<file path="config.mk">
export PLATFORM = sky130hd
export DESIGN_NAME = vram_arbiter_flat
export DESIGN_NICKNAME = d
export VERILOG_FILES = /design/src/rtl/vram_arbiter_if.sv /design/src/rtl/vram_arbiter.sv /design/src/flat_wrapper.sv
export SDC_FILE = /design/constraint.sdc
export NUM_CORES = 1
export LEC_CHECK = 0
export ABC_AREA = 1
export BUFFER_PORTS_ARGS = -buffer_cell sky130_fd_sc_hd__buf_4
export CORE_ASPECT_RATIO = 1.4
export CORE_MARGIN = 2
export CORE_UTILIZATION = 45
export CTS_BUF_LIST = sky130_fd_sc_hd__clkbuf_4
export DETAILED_ROUTE_END_ITERATION = 6
export GPL_TIMING_DRIVEN = 1
export PLACE_DENSITY = 0.81
export SLEW_MARGIN = 20
export SYNTH_ARGS = -nofsm -noshare
export SYNTH_HDL_FRONTEND = slang
export SYNTH_SLANG_ARGS = --single-unit
</file>
<file path="constraint.sdc">
create_clock -name clk -period 1.92 [get_ports clk]
set_input_delay 0.096 -clock clk [delete_from_list [all_inputs] [get_ports clk]]
set_output_delay 0.096 -clock clk [all_outputs]
set_load 0.02 [all_outputs]
</file>
<file path="src/rtl/vram_arbiter_if.sv">
// Bundle of the display, writer and VRAM macro signals seen by vram_arbiter.
// slave is the arbiter's view; master is the requesters-plus-memory side.
interface vram_arbiter_if #(
  parameter int ADDR_W = 15,
  parameter int DATA_W = 8
);
  logic              disp_req;
  logic [ADDR_W-1:0] disp_addr;
  logic [DATA_W-1:0] disp_rdata;
  logic              disp_rvalid;

  logic              w0_req;
  logic              w0_we;
  logic [ADDR_W-1:0] w0_addr;
  logic [DATA_W-1:0] w0_wdata;
  logic              w0_gnt;
  logic [DATA_W-1:0] w0_rdata;
  logic              w0_rvalid;

  logic              w1_req;
  logic              w1_we;
  logic [ADDR_W-1:0] w1_addr;
  logic [DATA_W-1:0] w1_wdata;
  logic              w1_gnt;
  logic [DATA_W-1:0] w1_rdata;
  logic              w1_rvalid;

  logic              mem_en;
  logic              mem_we;
  logic [ADDR_W-1:0] mem_addr;
  logic [DATA_W-1:0] mem_wdata;
  logic [DATA_W-1:0] mem_rdata;

  modport slave (
    input  disp_req, disp_addr,
    output disp_rdata, disp_rvalid,
    input  w0_req, w0_we, w0_addr, w0_wdata,
    output w0_gnt, w0_rdata, w0_rvalid,
    input  w1_req, w1_we, w1_addr, w1_wdata,
    output w1_gnt, w1_rdata, w1_rvalid,
    output mem_en, mem_we, mem_addr, mem_wdata,
    input  mem_rdata
  );

  modport master (
    output disp_req, disp_addr,
    input  disp_rdata, disp_rvalid,
    output w0_req, w0_we, w0_addr, w0_wdata,
    input  w0_gnt, w0_rdata, w0_rvalid,
    output w1_req, w1_we, w1_addr, w1_wdata,
    input  w1_gnt, w1_rdata, w1_rvalid,
    input  mem_en, mem_we, mem_addr, mem_wdata,
    output mem_rdata
  );
endinterface

</file>
<file path="src/rtl/vram_arbiter.sv">
// Single-port VRAM arbiter: display scan-out has absolute priority, the two
// writer ports share the remaining cycles round-robin in bursts of up to BURST.
//
// state | meaning
// IDLE  | no writer owns the memory; arbitrate among requesting writers
// OWN0  | writer 0 owns the memory for the current burst
// OWN1  | writer 1 owns the memory for the current burst
module vram_arbiter #(
  parameter int ADDR_W = 15,
  parameter int DATA_W = 8,
  parameter int BURST  = 4
) (
  input logic           clk,
  input logic           rst_n,
  vram_arbiter_if.slave bus
);

  localparam logic [1:0] S_IDLE = 2'd0;
  localparam logic [1:0] S_OWN0 = 2'd1;
  localparam logic [1:0] S_OWN1 = 2'd2;

  localparam logic [1:0] T_NONE = 2'd0;
  localparam logic [1:0] T_DISP = 2'd1;
  localparam logic [1:0] T_W0   = 2'd2;
  localparam logic [1:0] T_W1   = 2'd3;

  localparam int             CW       = $clog2(BURST + 1);
  localparam logic [CW-1:0]  BURST_C  = CW'(BURST);
  localparam bit             ONE_SHOT = (BURST == 1);

  logic [1:0]        state, nxt_state;
  logic              last, nxt_last;
  logic [CW-1:0]     bcnt, nxt_bcnt;
  logic [1:0]        rtag, nxt_rtag;
  logic [DATA_W-1:0] hold_disp, hold_w0, hold_w1;

  logic              owned, own_id, own_req;
  logic [CW-1:0]     bcnt_inc;
  logic              eff_last, win1;
  logic              disp_acc, gnt0, gnt1;

  logic              mem_en, mem_we;
  logic [ADDR_W-1:0] mem_addr;
  logic [DATA_W-1:0] mem_wdata;

  assign owned    = (state == S_OWN0) || (state == S_OWN1);
  assign own_id   = (state == S_OWN1);
  assign own_req  = own_id ? bus.w1_req : bus.w0_req;
  assign bcnt_inc = bcnt + CW'(1);

  // Grants are combinational so a free memory is handed out with no wait.
  // Everything is gated by rst_n so outputs stay quiet while reset is held.
  always_comb begin
    nxt_state = state;
    nxt_last  = last;
    nxt_bcnt  = bcnt;
    eff_last  = last;
    win1      = 1'b0;
    disp_acc  = 1'b0;
    gnt0      = 1'b0;
    gnt1      = 1'b0;
    if (rst_n) begin
      if (bus.disp_req) begin
        disp_acc = 1'b1;
      end else if (owned && own_req) begin
        gnt0 = !own_id;
        gnt1 = own_id;
        if (bcnt_inc == BURST_C) begin
          nxt_state = S_IDLE;
          nxt_last  = own_id;
          nxt_bcnt  = '0;
        end else begin
          nxt_bcnt  = bcnt_inc;
        end
      end else begin
        // A dropped request releases ownership and the freed cycle is
        // re-arbitrated right away, so the other writer loses no cycle.
        eff_last  = owned ? own_id : last;
        nxt_last  = eff_last;
        nxt_state = S_IDLE;
        nxt_bcnt  = '0;
        if (bus.w0_req || bus.w1_req) begin
          win1 = (bus.w0_req && bus.w1_req) ? !eff_last : bus.w1_req;
          gnt0 = !win1;
          gnt1 = win1;
          if (ONE_SHOT) begin
            nxt_last = win1;
          end else begin
            nxt_state = win1 ? S_OWN1 : S_OWN0;
            nxt_bcnt  = CW'(1);
          end
        end
      end
    end
  end

  always_comb begin
    mem_en    = 1'b0;
    mem_we    = 1'b0;
    mem_addr  = '0;
    mem_wdata = '0;
    nxt_rtag  = T_NONE;
    if (disp_acc) begin
      mem_en   = 1'b1;
      mem_addr = bus.disp_addr;
      nxt_rtag = T_DISP;
    end else if (gnt0) begin
      mem_en    = 1'b1;
      mem_we    = bus.w0_we;
      mem_addr  = bus.w0_addr;
      mem_wdata = bus.w0_we ? bus.w0_wdata : '0;
      nxt_rtag  = bus.w0_we ? T_NONE : T_W0;
    end else if (gnt1) begin
      mem_en    = 1'b1;
      mem_we    = bus.w1_we;
      mem_addr  = bus.w1_addr;
      mem_wdata = bus.w1_we ? bus.w1_wdata : '0;
      nxt_rtag  = bus.w1_we ? T_NONE : T_W1;
    end
  end

  always_ff @(posedge clk or negedge rst_n) begin
    if (!rst_n) begin
      state     <= S_IDLE;
      last      <= 1'b1;
      bcnt      <= '0;
      rtag      <= T_NONE;
      hold_disp <= '0;
      hold_w0   <= '0;
      hold_w1   <= '0;
    end else begin
      state <= nxt_state;
      last  <= nxt_last;
      bcnt  <= nxt_bcnt;
      rtag  <= nxt_rtag;
      if (rtag == T_DISP) hold_disp <= bus.mem_rdata;
      if (rtag == T_W0)   hold_w0   <= bus.mem_rdata;
      if (rtag == T_W1)   hold_w1   <= bus.mem_rdata;
    end
  end

  assign bus.mem_en    = mem_en;
  assign bus.mem_we    = mem_we;
  assign bus.mem_addr  = mem_addr;
  assign bus.mem_wdata = mem_wdata;

  assign bus.w0_gnt = gnt0;
  assign bus.w1_gnt = gnt1;

  // Read data passes straight through in the response cycle, otherwise the
  // last delivered value is replayed.
  assign bus.disp_rvalid = (rtag == T_DISP);
  assign bus.w0_rvalid   = (rtag == T_W0);
  assign bus.w1_rvalid   = (rtag == T_W1);
  assign bus.disp_rdata  = (rtag == T_DISP) ? bus.mem_rdata : hold_disp;
  assign bus.w0_rdata    = (rtag == T_W0)   ? bus.mem_rdata : hold_w0;
  assign bus.w1_rdata    = (rtag == T_W1)   ? bus.mem_rdata : hold_w1;

endmodule

</file>
<file path="src/flat_wrapper.sv">
// flat-port wrapper written by rule: the top's interface ports become plain ports
module vram_arbiter_flat 
#(
  parameter int ADDR_W = 15,
  parameter int DATA_W = 8,
  parameter int BURST  = 4
)
  (clk, rst_n, bus_disp_req, bus_disp_addr, bus_disp_rdata, bus_disp_rvalid, bus_w0_req, bus_w0_we, bus_w0_addr, bus_w0_wdata, bus_w0_gnt, bus_w0_rdata, bus_w0_rvalid, bus_w1_req, bus_w1_we, bus_w1_addr, bus_w1_wdata, bus_w1_gnt, bus_w1_rdata, bus_w1_rvalid, bus_mem_en, bus_mem_we, bus_mem_addr, bus_mem_wdata, bus_mem_rdata);
  vram_arbiter_if #(.ADDR_W(ADDR_W), .DATA_W(DATA_W)) bus_i ();
  input logic clk;
  input logic rst_n;
  input wire logic [$bits(bus_i.disp_req)-1:0] bus_disp_req;
  input wire logic [$bits(bus_i.disp_addr)-1:0] bus_disp_addr;
  output wire logic [$bits(bus_i.disp_rdata)-1:0] bus_disp_rdata;
  output wire logic [$bits(bus_i.disp_rvalid)-1:0] bus_disp_rvalid;
  input wire logic [$bits(bus_i.w0_req)-1:0] bus_w0_req;
  input wire logic [$bits(bus_i.w0_we)-1:0] bus_w0_we;
  input wire logic [$bits(bus_i.w0_addr)-1:0] bus_w0_addr;
  input wire logic [$bits(bus_i.w0_wdata)-1:0] bus_w0_wdata;
  output wire logic [$bits(bus_i.w0_gnt)-1:0] bus_w0_gnt;
  output wire logic [$bits(bus_i.w0_rdata)-1:0] bus_w0_rdata;
  output wire logic [$bits(bus_i.w0_rvalid)-1:0] bus_w0_rvalid;
  input wire logic [$bits(bus_i.w1_req)-1:0] bus_w1_req;
  input wire logic [$bits(bus_i.w1_we)-1:0] bus_w1_we;
  input wire logic [$bits(bus_i.w1_addr)-1:0] bus_w1_addr;
  input wire logic [$bits(bus_i.w1_wdata)-1:0] bus_w1_wdata;
  output wire logic [$bits(bus_i.w1_gnt)-1:0] bus_w1_gnt;
  output wire logic [$bits(bus_i.w1_rdata)-1:0] bus_w1_rdata;
  output wire logic [$bits(bus_i.w1_rvalid)-1:0] bus_w1_rvalid;
  output wire logic [$bits(bus_i.mem_en)-1:0] bus_mem_en;
  output wire logic [$bits(bus_i.mem_we)-1:0] bus_mem_we;
  output wire logic [$bits(bus_i.mem_addr)-1:0] bus_mem_addr;
  output wire logic [$bits(bus_i.mem_wdata)-1:0] bus_mem_wdata;
  input wire logic [$bits(bus_i.mem_rdata)-1:0] bus_mem_rdata;
  assign bus_i.disp_req = bus_disp_req;
  assign bus_i.disp_addr = bus_disp_addr;
  assign bus_disp_rdata = bus_i.disp_rdata;
  assign bus_disp_rvalid = bus_i.disp_rvalid;
  assign bus_i.w0_req = bus_w0_req;
  assign bus_i.w0_we = bus_w0_we;
  assign bus_i.w0_addr = bus_w0_addr;
  assign bus_i.w0_wdata = bus_w0_wdata;
  assign bus_w0_gnt = bus_i.w0_gnt;
  assign bus_w0_rdata = bus_i.w0_rdata;
  assign bus_w0_rvalid = bus_i.w0_rvalid;
  assign bus_i.w1_req = bus_w1_req;
  assign bus_i.w1_we = bus_w1_we;
  assign bus_i.w1_addr = bus_w1_addr;
  assign bus_i.w1_wdata = bus_w1_wdata;
  assign bus_w1_gnt = bus_i.w1_gnt;
  assign bus_w1_rdata = bus_i.w1_rdata;
  assign bus_w1_rvalid = bus_i.w1_rvalid;
  assign bus_mem_en = bus_i.mem_en;
  assign bus_mem_we = bus_i.mem_we;
  assign bus_mem_addr = bus_i.mem_addr;
  assign bus_mem_wdata = bus_i.mem_wdata;
  assign bus_i.mem_rdata = bus_mem_rdata;
  vram_arbiter #(.ADDR_W(ADDR_W), .DATA_W(DATA_W), .BURST(BURST)) u_core (.clk(clk), .rst_n(rst_n), .bus(bus_i));
endmodule
</file>
==> impl_metrics.toml, run 1 <==
[run_status]
status = "finished with violations"
failed_checks = "setup timing"

[floorplan]
rows = 29
initial_utilization = 0.4680
io-pin-count = 130
die_x_um = 62.28
core_mm2 = 0.004572
die_area_mm2 = 0.005330
die_h_um = 85.59

[layout]
postLayoutCoreUtil = 0.8626
drive_gt1_frac = 0.4735
layout-area-overhead-vs-synth_pct = 84.33
fin_nets = 550
stdcell_area_mm2 = 0.003944
num_antenna_cells = 0

[routing]
detail_route.wl_per_cell_um = 18.08
wirelength_um = 9635
routed-via-count = 3088
dr.first_iter.drc_count = 247
vias_cell = 5.794
firstDrtPassIters = 6
drt_drc_violations_left = 0
detail-route-antenna-nets = 0

[worst_setup_path]
r2r-start = "u_core.state[1]$_DFFE_PN0P_"
timing.critical_path.from_type = "flop"
worst_r2r_endpoint = "u_core.last$_DFFE_PN1P_"
crit_path_end_kind = "output pin"
r2r_cells = 15
worstPathRequired_ns = 1.82
crit_start = "u_core.state[0]$_DFFE_PN0P_"
arrival_time_worst_endpoint_ns = 2.19
timing.critical_path.fanout_max = 8
worstSetupPathType = "flop to output pin"
reg2reg_slack_ns = -0.34

[synthesis]
synth_largest_type_area_fraction = 0.3626
multiplexer_area_fraction_after_synthesis = 0
synth-warning-count = 0
post_synth_xor_area_fraction = 0.004094
synth_top_family_by_area = "simple AND/OR/NAND/NOR gates"
synth_largest_area_cell = "sky130_fd_sc_hd__dfrtp_1"
synthSimpleGateAreaFrac = 0.4000
sequential_element_share_of_the_synthesized_area = 0.3749
netlist_top_cells_area = "sky130_fd_sc_hd__dfrtp_1 36%, sky130_fd_sc_hd__nand2_1 17%, sky130_fd_sc_hd__nand4_1 11%"
synth-seq-cells = 32
syn-mean-instance-area_um2 = 6.902
synth.net_count = 390
synth_fa_ha_area_frac = 0.02339
synth_cell_types = 22
post_synth_instance_area_mm2 = 0.002140
postSynthCellCount = 310
synth-compound-area-share = 0.07953

[sta]
final.period_utilization = 1.189
final_max_slew_viol_count = 0
worstMarginPinSlew_ns = 0.5123
fmax_mhz = 437.9
hold_viol_final = 0
fin_ws_ns = -0.3637
timing.final.setup_violations = 29
relSlewSlack = 0.6576
setup_repair_after_global_routing_missed_its_margin = "true"
layout_skew_ns = 0.009804
final.min_clock_period_ns = 2.284

[place]
place.port_buffers = 129
dp_worst_setup_slack_ns = -0.01548
detailed_place.area_mm2 = 0.003152
routabilityCongestion = 0.8981
hpwlAfterDp_um = 5200

[power_and_ir_drop]
max-vdd-ir-drop_v = 0.0007970
pwr_density_cell_mw_per_mm2 = 1414
power.leakage_nw = 2.171

[global_route]
antenna_violations_before_repair = 0
grt_max_degree = 25
gr-total-overflow = 0
first_global_vias = 2603
gr-usage-all-layers = 0.2753
wire_length_of_the_first_global_routing_pass_um = 11740

[clock_network]
clockRootBuffer = "sky130_fd_sc_hd__clkbuf_4"
cts-htree-levels = 2
clock_tree_from_tritoncts = "built"
cts_buffers = 5
clock_network_latency_to_the_later_pin_of_the_worst_skew_pair_ns = 0.34
clock_tree.buffer_depth = 2
clock_sinks = 32
clk_transition_reported_paths_ns = 0.11

[hold_path]
holdCritStartpoint = "bus_disp_req"
min_path_type = "input port to flop"
whs_endpoint = "u_core.bcnt[1]$_DFFE_PN0P_"
hold_path_depth = 4

[flow_run]
cap_violations = 0
## cells in the mapped netlist, drive strengths merged
master / count
a21oi: 1
dfrtp: 31
inv: 43
o21bai: 1
nand4: 36
nor2: 6
nand2: 102
o21ai: 30
dfstp: 1
ha: 4
clkbuf: 5
nand3: 37
buf: 12
xnor2: 1
## placed cells by master (no fill, tap or decap), types with 2 or more instances in the layout
master                     instances
sky130_fd_sc_hd__buf_4           128
sky130_fd_sc_hd__ha_1              2
sky130_fd_sc_hd__nand2_4           7
sky130_fd_sc_hd__nand3_1          22
sky130_fd_sc_hd__nand4_1          36
sky130_fd_sc_hd__o21ai_1           4
sky130_fd_sc_hd__nand3_2          15
sky130_fd_sc_hd__dfrtp_1          30
sky130_fd_sc_hd__ha_4              2
sky130_fd_sc_hd__inv_4             2
sky130_fd_sc_hd__inv_1            34
sky130_fd_sc_hd__nand2_1          88
sky130_fd_sc_hd__nand3_4           2
sky130_fd_sc_hd__nor2_1            5
sky130_fd_sc_hd__nand2_8           7
sky130_fd_sc_hd__o21ai_0          25
sky130_fd_sc_hd__buf_12            3
sky130_fd_sc_hd__buf_6            29
sky130_fd_sc_hd__inv_2             6
sky130_fd_sc_hd__clkbuf_4          5
sky130_fd_sc_hd__nand2_2           5
## repair_timing
item,4_1_cts,5_1_grt
setup endpoints to repair,27,33
cloned,1,8
setup buffers,14,11
hold endpoints to repair,32,0
hold buffers,1,0
gates resized for setup,44,49
pin swaps,6,23
## through the flow
| stage | setup TNS [ns] | cells | power (W) | hold WS (ns) |
|---|---|---|---|---|
| 2_1_floorplan | 0 | 310 | 0.002643 | -0.1996 |
| 3_3_place_gp | 0 | 490 | 0.003580 | -0.06989 |
| 3_5_place_dp | -0.02877 | 490 | 0.003634 | -0.06929 |
| 4_1_cts | -4.572 | 514 | 0.004762 | 0.04032 |
| 5_1_grt | -9.504 | 533 | 0.005832 | 0.08479 |
| 6_report | -7.643 | 533 | 0.005578 | 0.07523 |
## routing by layer
| layer | track usage | share of wire | wire [um] |
|---|---|---|---|
| met1 | 0.2890 | 0.34 | 3246 |
| met3 | 0.06693 | 0.10 | 982 |
| met2 | 0.5208 | 0.49 | 4709 |
| met4 | 0.1192 | 0.072 | 697 |
| met5 | 0 | 0 | 0 |
## cell type report
| cell class | instances | area [um^2] |
|---|---|---|
| timing repair buffer | 163 | 1410 |
| inverter | 43 | 173.9 |
| tap | 62 | 77.57 |
| clock inverter | 3 | 42.54 |
| fill | 256 | 628.1 |
| sequential | 32 | 803.3 |
| multi-input combinational | 225 | 1399 |
| clock buffer | 5 | 37.54 |
## state kept, by name, summed over array words and instances, names as in the netlist
| name | cells |
|---|---|
| u_core.state | 2 |
| u_core.last | 1 |
| u_core.bcnt | 3 |
| u_core.hold_disp | 8 |
| u_core.rtag | 2 |
| u_core.hold_w0 | 8 |
| u_core.hold_w1 | 8 |
## power breakdown
part | internal [W] | leakage, nW | switching (W)
logic | 0.00171 | 1.74 | 0.00229
clock network | 0.000271 | 0.0412 | 0.000237
registers | 0.000967 | 0.393 | 0.000108
## critical path, stage by stage, from the launching register on
cell and delay [ns]:
sky130_fd_sc_hd__dfrtp_1 0.39, sky130_fd_sc_hd__inv_2 0.12, sky130_fd_sc_hd__ha_4 0.25, sky130_fd_sc_hd__inv_8 0.08, sky130_fd_sc_hd__buf_4 0.15, sky130_fd_sc_hd__nand2_8 0.08, sky130_fd_sc_hd__nand2_8 0.15, sky130_fd_sc_hd__nand3_2 0.18
sky130_fd_sc_hd__nand2_1 0.16, sky130_fd_sc_hd__nand2_1 0.09, sky130_fd_sc_hd__inv_1 0.08, sky130_fd_sc_hd__buf_6 0.11
## logic make-up (layout without fill, tap and decap cells)
kind of cell,Yosys count,after routing
AND/OR/NAND/NOR,181,188
flip-flops,32,32
XOR/XNOR,1,1
AO/OA/AOI/OAI,32,32
adder cells (fa/ha/maj),4,4
buffers and inverters,60,214
## worst max-delay path by stage
| stage | endpoint | slack [ns] | cells after the start |
|---|---|---|---|
| 2_1_floorplan | u_core.hold_disp[0]$_DFF_PN0_ | 0.11 | 4 |
| 3_3_place_gp | bus_mem_addr[8] | 0.03 | 11 |
| 3_5_place_dp | bus_mem_addr[8] | -0.02 | 11 |
| 4_1_cts | bus_mem_wdata[0] | -0.20 | 11 |
| 5_1_grt | bus_mem_wdata[5] | -0.40 | 11 |
| 6_report | bus_mem_wdata[5] | -0.36 | 11 |
No activity file was read; power rests on OpenSTA's default activity.
==> inputs of run 2 (changes only) <==
Settings changed: CORE_MARGIN 2 to unset.
==> run 2 against run 1 <==
Against the previous run: the run still ends with setup timing left; cell count down 2.4%; routed wire length is 13% lower; largest power group unchanged; sequential power barely moved; sequential share of layout area up 0.55 points; register-to-register slack better by 0.45 ns; setup slack better by 0.010 ns; final area decreased by 2.8%.
==> impl_metrics.toml, run 2 (synthesis gave the netlist of run 1 again) <==
[worst_setup_path]
slowest_stage = "sky130_fd_sc_hd__dfrtp_1"
crit_path_end_kind = "output pin"
arrival_time_worst_endpoint_ns = 2.18
timing.critical_path.fanout_max = 9
critical_path.cell_chain = "ha_4, inv_6, nand2_2, nand2_2, o21bai_4, nand2_4, nand2_8, nand3_1, nand3_1, buf_6"
worstSetupPathType = "flop to output pin"
worst_path_largest_cell_delay_ns = 0.45
crit_start = "u_core.state[1]$_DFFE_PN0P_"
worstPathRequired_ns = 1.82
critPathTopFamily = "simple AND/OR/NAND/NOR gates"
number_of_buffer_and_inverter_stages_on_the_critical_path = 2
timing.critical_path.from_type = "flop"
r2r-start = "u_core.state[1]$_DFFE_PN0P_"

[routing]
detail-route-antenna-nets = 0
routed-via-count = 2891
detail_route.wl_per_cell_um = 16.17
dr.first_iter.drc_count = 189
wirelength_um = 8406
drt_drc_violations_left = 0
firstDrtPassIters = 6
vias_cell = 5.560

[place]
place.port_buffers = 129
routabilityCongestion = 0.8806
hpwlAfterDp_um = 5077
dp_worst_setup_slack_ns = -0.05639

[power_and_ir_drop]
power.leakage_nw = 2.135
pwr_density_cell_mw_per_mm2 = 1355
max-vdd-ir-drop_v = 0.0006330

[layout]
most_common_cell_after_layout_fill_and_taps_aside = "sky130_fd_sc_hd__buf_4"
drive_gt1_frac = 0.4585
fill_cells = 267
fin_nets = 537
top_regs = "u_core.hold_disp: 8 flops, u_core.hold_w0: 8 flops, u_core.hold_w1: 8 flops"
num_antenna_cells = 0
postLayoutCoreUtil = 0.8455
commonest_cells_after_routing_fill_and_taps_aside = "117 x sky130_fd_sc_hd__buf_4, 92 x sky130_fd_sc_hd__nand2_1, 39 x sky130_fd_sc_hd__inv_1"
layout-area-overhead-vs-synth_pct = 79.24

[floorplan]
rows = 29
initial_utilization = 0.4717
core_mm2 = 0.004536
io-pin-count = 130
die_area_mm2 = 0.005038
die_h_um = 83.59
die_x_um = 60.28

[global_route]
gr-usage-all-layers = 0.2876
antenna_violations_before_repair = 0
grt_max_degree = 33
first_global_vias = 2551
gr-total-overflow = 0
wire_length_of_the_first_global_routing_pass_um = 11100

[clock_network]
clock_network_latency_to_the_later_pin_of_the_worst_skew_pair_ns = 0.34
clock_sinks = 32
clockRootBuffer = "sky130_fd_sc_hd__clkbuf_4"
clk_transition_reported_paths_ns = 0.10
cts_buffers = 5
cts-htree-levels = 2
clock_tree_from_tritoncts = "built"
clock_tree.buffer_depth = 2

[sta]
fmax_mhz = 439.9
layout_skew_ns = 0.005274
relSlewSlack = 0.6610
final.min_clock_period_ns = 2.273
final.period_utilization = 1.184
hold_viol_final = 0
timing.hold.ws_ns = 0.09872
fin_ws_ns = -0.3534
worstMarginPinSlew_ns = 0.5072
final_max_slew_viol_count = 0
setup_repair_after_global_routing_missed_its_margin = "true"
timing.final.setup_violations = 27

[run_status]
failed_checks = "setup timing"
status = "finished with violations"

[hold_path]
min_path_type = "input port to flop"
holdCritStartpoint = "bus_disp_req"

[flow_run]
cap_violations = 0
[run 2: cell count changes in the layout (fill, tap and decap cells not counted), sizes merged]
cell / change
clkbuf: -1
nand3: -1
nand2: -1
buf: -10
[run 2: final timing paths]
check | depth (start not counted) | slack (ns) | endpoint
max in group asynchronous | 3 | 1.26 | u_core.last$_DFFE_PN1P_
min in group asynchronous | 3 | 0.33 | u_core.bcnt[1]$_DFFE_PN0P_
min reg2reg | 2 | 0.51 | u_core.hold_w0[7]$_DFF_PN0_
max | 10 | -0.35 | bus_mem_addr[11]
max reg2reg | 10 | 0.11 | u_core.rtag[0]$_DFF_PN0_
min | 3 | 0.1 | u_core.rtag[0]$_DFF_PN0_
[run 2: worst register-to-register path, stage by stage, from the launching register on]
cell and delay [ns]:
sky130_fd_sc_hd__dfrtp_1 0.45, sky130_fd_sc_hd__ha_4 0.34, sky130_fd_sc_hd__inv_6 0.05, sky130_fd_sc_hd__nand2_2 0.06, sky130_fd_sc_hd__nand2_2 0.07, sky130_fd_sc_hd__o21bai_4 0.21, sky130_fd_sc_hd__nand2_4 0.16, sky130_fd_sc_hd__nand2_8 0.16
sky130_fd_sc_hd__buf_4 0.12, sky130_fd_sc_hd__nand3_1 0.06, sky130_fd_sc_hd__nand2_1 0.06
[run 2: power by group]
group / switching [W] / leakage (nW) / internal, W
sequential: 0.000110 / 0.395 / 0.000966
combinational: 0.00210 / 1.70 / 0.00151
clock: 0.000232 / 0.0412 / 0.000271
total: 0.00244 / 2.14 / 0.00275
[run 2: stage by stage]
step | total power [W] | setup TNS, ns | instance area [um^2] | cells
4_1_cts | 0.004789 | -5.533 | 3577 | 512
6_report | 0.005195 | -7.814 | 3835 | 520
2_1_floorplan | 0.002643 | 0 | 2140 | 310
5_1_grt | 0.005453 | -9.116 | 3835 | 520
3_5_place_dp | 0.003627 | -0.3684 | 3152 | 490
3_3_place_gp | 0.003561 | 0 | 3152 | 490
[run 2: what timing repair did]
item	in CTS	in global routing
hold buffers	1	0
cloned	3	2
endpoints found under the setup margin	27	27
pin swaps	25	18
resized for setup	43	38
setup buffers	10	6
hold endpoints to repair	31	0
[run 2: final cells by class]
class                      instances  area, um^2  share of cell area
clock buffer                       5       37.54            0.009788
clock inverter                     3       42.54             0.01109
inverter                          43       168.9             0.04405
multi-input combinational        223        1400              0.3651
sequential                        32       802.0              0.2091
tap                               62       77.57             0.02023
timing repair buffer             152        1306              0.3406
[run 2: routing by layer]
layer,vias up,global-route usage,wire length [um]
met5,-,0,0
met4,0,0.1247,333
met3,35,0.06822,847
met2,222,0.5145,4231
met1,1303,0.3030,2994
li1,1331,-,-
